<file path="src/rtl/uart_irq_arbiter.sv">
// uart_irq_arbiter: sticky/level interrupt collector with a fixed-priority ID
// encoder, host acknowledge handling and an optional post-ack holdoff window.
// Ports:
//   clk, rst_n  - clock and asynchronous active-low reset
//   src_raw     - raw interrupt conditions from the UART datapath
//   src_en      - per-source run-time enable (IER)
//   ack, ack_id - single-cycle host acknowledge and the ID being acknowledged
//   irq         - registered interrupt request
//   irq_id      - registered highest-priority pending index, all-ones when idle
//   pending     - registered pending vector for status readback
//   ack_err     - one-cycle pulse when an ack is rejected
module uart_irq_arbiter #(
  parameter int unsigned       NUM_SRC   = 6,
  parameter int unsigned       ID_W      = 3,
  parameter logic [NUM_SRC-1:0] EDGE_MASK = 6'b000100,
  parameter int unsigned       HOLDOFF   = 4
) (
  input  logic               clk,
  input  logic               rst_n,
  input  logic [NUM_SRC-1:0] src_raw,
  input  logic [NUM_SRC-1:0] src_en,
  input  logic               ack,
  input  logic [ID_W-1:0]    ack_id,
  output logic               irq,
  output logic [ID_W-1:0]    irq_id,
  output logic [NUM_SRC-1:0] pending,
  output logic               ack_err
);

  localparam int unsigned CNT_W = (HOLDOFF > 0) ? $clog2(HOLDOFF + 1) : 1;
  localparam logic [ID_W-1:0] ID_NONE = {ID_W{1'b1}};

  logic [NUM_SRC-1:0] raw_q;
  logic [CNT_W-1:0]   hold_cnt;

  logic               ack_acc;
  logic               ack_rej;
  logic [NUM_SRC-1:0] pending_nxt;
  logic [ID_W-1:0]    id_nxt;
  logic [CNT_W-1:0]   hold_cnt_nxt;

  // Ack is judged against the registered irq_id visible to the host this cycle
  always_comb begin
    ack_acc = ack && (irq_id != ID_NONE) && (ack_id == irq_id);
    ack_rej = ack && !ack_acc;
  end

  // Next pending vector: level sources follow the input, edge sources are sticky
  always_comb begin
    pending_nxt = pending;
    for (int i = 0; i < int'(NUM_SRC); i++) begin
      if (EDGE_MASK[i]) begin
        if (!src_en[i]) begin
          pending_nxt[i] = 1'b0;
        end else if (src_raw[i] && !raw_q[i]) begin
          pending_nxt[i] = 1'b1;  // a new edge wins over a same-cycle clear
        end else if (ack_acc && (ack_id == ID_W'(i))) begin
          pending_nxt[i] = 1'b0;
        end
      end else begin
        pending_nxt[i] = src_raw[i] & src_en[i];
      end
    end
  end

  // Fixed priority: lowest set index wins
  always_comb begin
    id_nxt = ID_NONE;
    for (int i = int'(NUM_SRC) - 1; i >= 0; i--) begin
      if (pending[i]) begin
        id_nxt = ID_W'(i);
      end
    end
  end

  // Holdoff counter: (re)load on accepted ack, otherwise count down to zero
  always_comb begin
    hold_cnt_nxt = hold_cnt;
    if (ack_acc && (HOLDOFF > 0)) begin
      hold_cnt_nxt = CNT_W'(HOLDOFF);
    end else if (hold_cnt != '0) begin
      hold_cnt_nxt = hold_cnt - CNT_W'(1);
    end
  end

  // State and output registers
  always_ff @(posedge clk or negedge rst_n) begin
    if (!rst_n) begin
      raw_q    <= '0;
      pending  <= '0;
      irq_id   <= ID_NONE;
      irq      <= 1'b0;
      ack_err  <= 1'b0;
      hold_cnt <= '0;
    end else begin
      raw_q    <= src_raw;
      pending  <= pending_nxt;
      irq_id   <= id_nxt;
      irq      <= (pending != '0) && (hold_cnt_nxt == '0);
      ack_err  <= ack_rej;
      hold_cnt <= hold_cnt_nxt;
    end
  end

endmodule
</file>
<file path="config.mk">
export PLATFORM = sky130hd
export DESIGN_NAME = uart_irq_arbiter
export DESIGN_NICKNAME = d
export VERILOG_FILES = /design/src/rtl/uart_irq_arbiter.sv
export SDC_FILE = /design/constraint.sdc
export NUM_CORES = 1
export LEC_CHECK = 0
export ABC_AREA = 1
export CAP_MARGIN = 15
export CORE_AREA = 2 2 66 52
export CTS_BUF_LIST = sky130_fd_sc_hd__clkbuf_8
export DETAILED_ROUTE_END_ITERATION = 8
export DIE_AREA = 0 0 68 54
export GPL_TIMING_DRIVEN = 0
export HOLD_SLACK_MARGIN = 0.08
export PLACE_DENSITY_LB_ADDON = 0.3
export SYNTH_ARGS = -nofsm -noshare
export SYNTH_HDL_FRONTEND = slang
export SYNTH_SLANG_ARGS = --single-unit
</file>
<file path="constraint.sdc">
create_clock -name clk -period 1.4 [get_ports clk]
set_clock_uncertainty 0.05 [all_clocks]
set_input_delay 0.28 -clock clk [delete_from_list [all_inputs] [get_ports clk]]
set_output_delay 0.28 -clock clk [all_outputs]
set_load 0.01 [all_outputs]
</file>
==> impl_metrics.ini <==
[yosys]
synthTopCellsByCount = nand2_1, inv_1, dfrtp_1
syn-cell-area_sq_um = 732
seq_area_frac_synth = 0.518
async_reset_ff_frac = 1.00
synth.avg_cell_area_sq_um = 8.32
yosysTopAreaCell = dfrtp_1
yosys_warnings = 0
synth.distinct_cells = 19
synth_seq_cells = 15
synth.most_common_cell = nand2_1
synthCells = 88
syn_nets = 109
synth_top_flop_cell = dfrtp_1
synthTopCellsByArea = dfrtp_1, dfstp_2, nand2_1
synthDominantCellAreaShare = 0.410
synth_enable_flop_cells = 0

[layout]
syn_to_final_growth_pct = 57.3
antennaDiodeCount = 0
drive_gt1_frac = 0.210
fill_cells = 337
final_nets = 146
fin_cells = 164

[drt]
dr_wl_met3_microns = 163
top_layer_used = met3
drt-total-wl_microns = 1520
antenna_left = 0
vias = 653
drc_errors = 0
wl_met1_microns = 630
met2_length_microns = 728
drtIter0Drc = 9
routed_via_density = 3.98
drtPass1Iterations = 2
avgRoutedWirePerCell_microns = 9.27

[clock_network]
path_clk_slew_ns = 0.07
cts_sinks = 15
numCtsBuffers = 3
hold_buffers = 0
insertion_delay_ns = 0.25
cts_tree = done
clock_path_buffers = 2
cts_max_level = 1
root_buffer = clkbuf_8

[power]
power.leakage_nw = 0.593
pwr-share-seq = 0.373
clock_power_share = 0.239
power_density_nw_per_um2 = 1310
intPower_w = 0.00100
ir_worst_vdd_uv = 542
power_switching_w = 0.000509
pwr-share-comb = 0.389
swShare = 0.336
fin_total_pwr_w = 0.00151

[flow_run]
cap_violations = 0

[worst_hold_path]
hp-class = in -> async

[setup_path]
path_cells = clkdlybuf4s15_1
cpPeakStageDelay_ns = 0.54
required_ns = 1.07
crit_family = flip-flops
critPathArrivalTime_ns = 1.03
crit_type = reg -> out
critPathLaunchType = register
crit_fanout = 3
worst-path-buf-inv = 1
cp_slowest_cell = dfstp_2
critPathCaptureType = output pin

[die]
boundaryPins = 29
die_w_microns = 68
num_rows = 18
start_util = 0.236
die_area_sq_um = 3670
core_sq_um = 3110
die_h_microns = 54

[timing]
drv_slew = 0
setup_violations = 0
slew_headroom = 0.541
tightest_slew_ns = 0.687
hold_slack_ns = 0.395
max_freq_mhz = 737
min_period_ns = 1.36
fin_crit_sh = 0.969
hold_violations = 0
tns_ns = 0

[placement]
io_buffers = 28
dp.cells = 156
gp_congestion = 0.679
hpwl_microns = 1190

[global_route]
grt_start_max_net_pins = 16
grt_pass1_vias = 625
grt_remaining_overflow = 0
antenna_found_initial = 0
grt_pass1_wl_microns = 2460
gr-usage-all-layers = 0.0935

[outcome]
run_status = completed
==> through the flow <==
stage	instance area, sq um	util	setup WS, ns
after floorplan	732	-	0.130
after global placement	1060	0.342	-0.0730
after detailed placement	1060	0.342	-0.109
after CTS	1120	0.362	0.000283
after global routing	1150	0.370	-0.00215
final	1150	0.370	0.0432
==> worst paths after layout <==
| kind | cells past startpoint | slack (ns) | startpoint | to |
|---|---|---|---|---|
| setup / recovery | 1 | 0.04 | irq_id[0] | irq_id[0] |
| hold / removal | 1 | 0.40 | rst_n | raw_q[2] |
| setup reg to reg | 7 | 0.08 | hold_cnt[1] | irq |
| hold reg to reg | 1 | 0.42 | pending[3] | irq_id[2] |
| max in group asynchronous | 1 | 0.46 | rst_n | hold_cnt[1] |
| min in group clk | 1 | 0.42 | pending[3] | irq_id[2] |
==> worst register-to-register path, cell delays in order, from the launching register on <==
cell and delay [ns]:
dfrtp_1 0.37, inv_1 0.05, ha_1 0.22, ha_4 0.19
nor2_2 0.09, a21oi_2 0.06, a21oi_2 0.15, nor2_2 0.04
==> metal layers <==
metal / up-vias / track usage
met1: 296 / 0.100
met5: - / 0
met3: 0 / 0.0586
met4: 0 / 0.0300
met2: 23 / 0.152
li1: 334 / -
==> placed cells by master, fill, tap and decap left out, types with 2 or more instances in the layout <==
master	n
nand2_1	20
inv_1	17
clkdlybuf4s50_1	17
dfrtp_1	12
nor2_1	8
dlygate4sd2_1	8
nand3_1	5
buf_4	4
nor3_1	3
a21oi_2	3
nor2_2	3
clkbuf_8	3
dfstp_2	3
inv_2	2
nand2_2	2
ha_1	2
==> repair_timing <==
item	in CTS	in global routing
buffers inserted	3	1
endpoints found under the setup margin	11	6
gates resized for setup	14	9
==> sequential cells by signal (all words and copies together) (netlist names) <==
| name | flops |
|---|---|
| ack_err | 1 |
| raw_q | 1 |
| irq | 1 |
| pending | 6 |
| irq_id | 3 |
| hold_cnt | 3 |
==> power groups by stage <==
stage | registers (W) | clock network [W] | logic, W
detailed placement | 0.000577 | 0 | 0.000478
CTS | 0.000563 | 0.000378 | 0.000474
finish | 0.000564 | 0.000362 | 0.000588
global placement | 0.000573 | 0 | 0.000462
floorplan | 0.000583 | 0 | 0.000297
global route | 0.000572 | 0.000402 | 0.000660
==> area by class of cell <==
type,count,area [sq um],share of cell area
well taps,40,50.0,0.0435
flip-flops and latches,15,379,0.329
multi-input cells,54,312,0.271
clock buffers,3,41.3,0.0359
clock inverters,1,7.51,0.00652
inverters,19,71.3,0.0620
repair buffers,32,290,0.252
==> cell families after synthesis <==
logic type               Yosys count  share of synthesized area
adder cells (fa/ha/maj)            3                     0.0513
flip-flops                        15                      0.518
buffers and inverters             19                     0.0974
XOR/XNOR                           1                     0.0120
AND/OR/NAND/NOR                   43                      0.262
AO/OA/AOI/OAI                      7                     0.0598
Note: power is estimated with default switching activity, not from simulation.
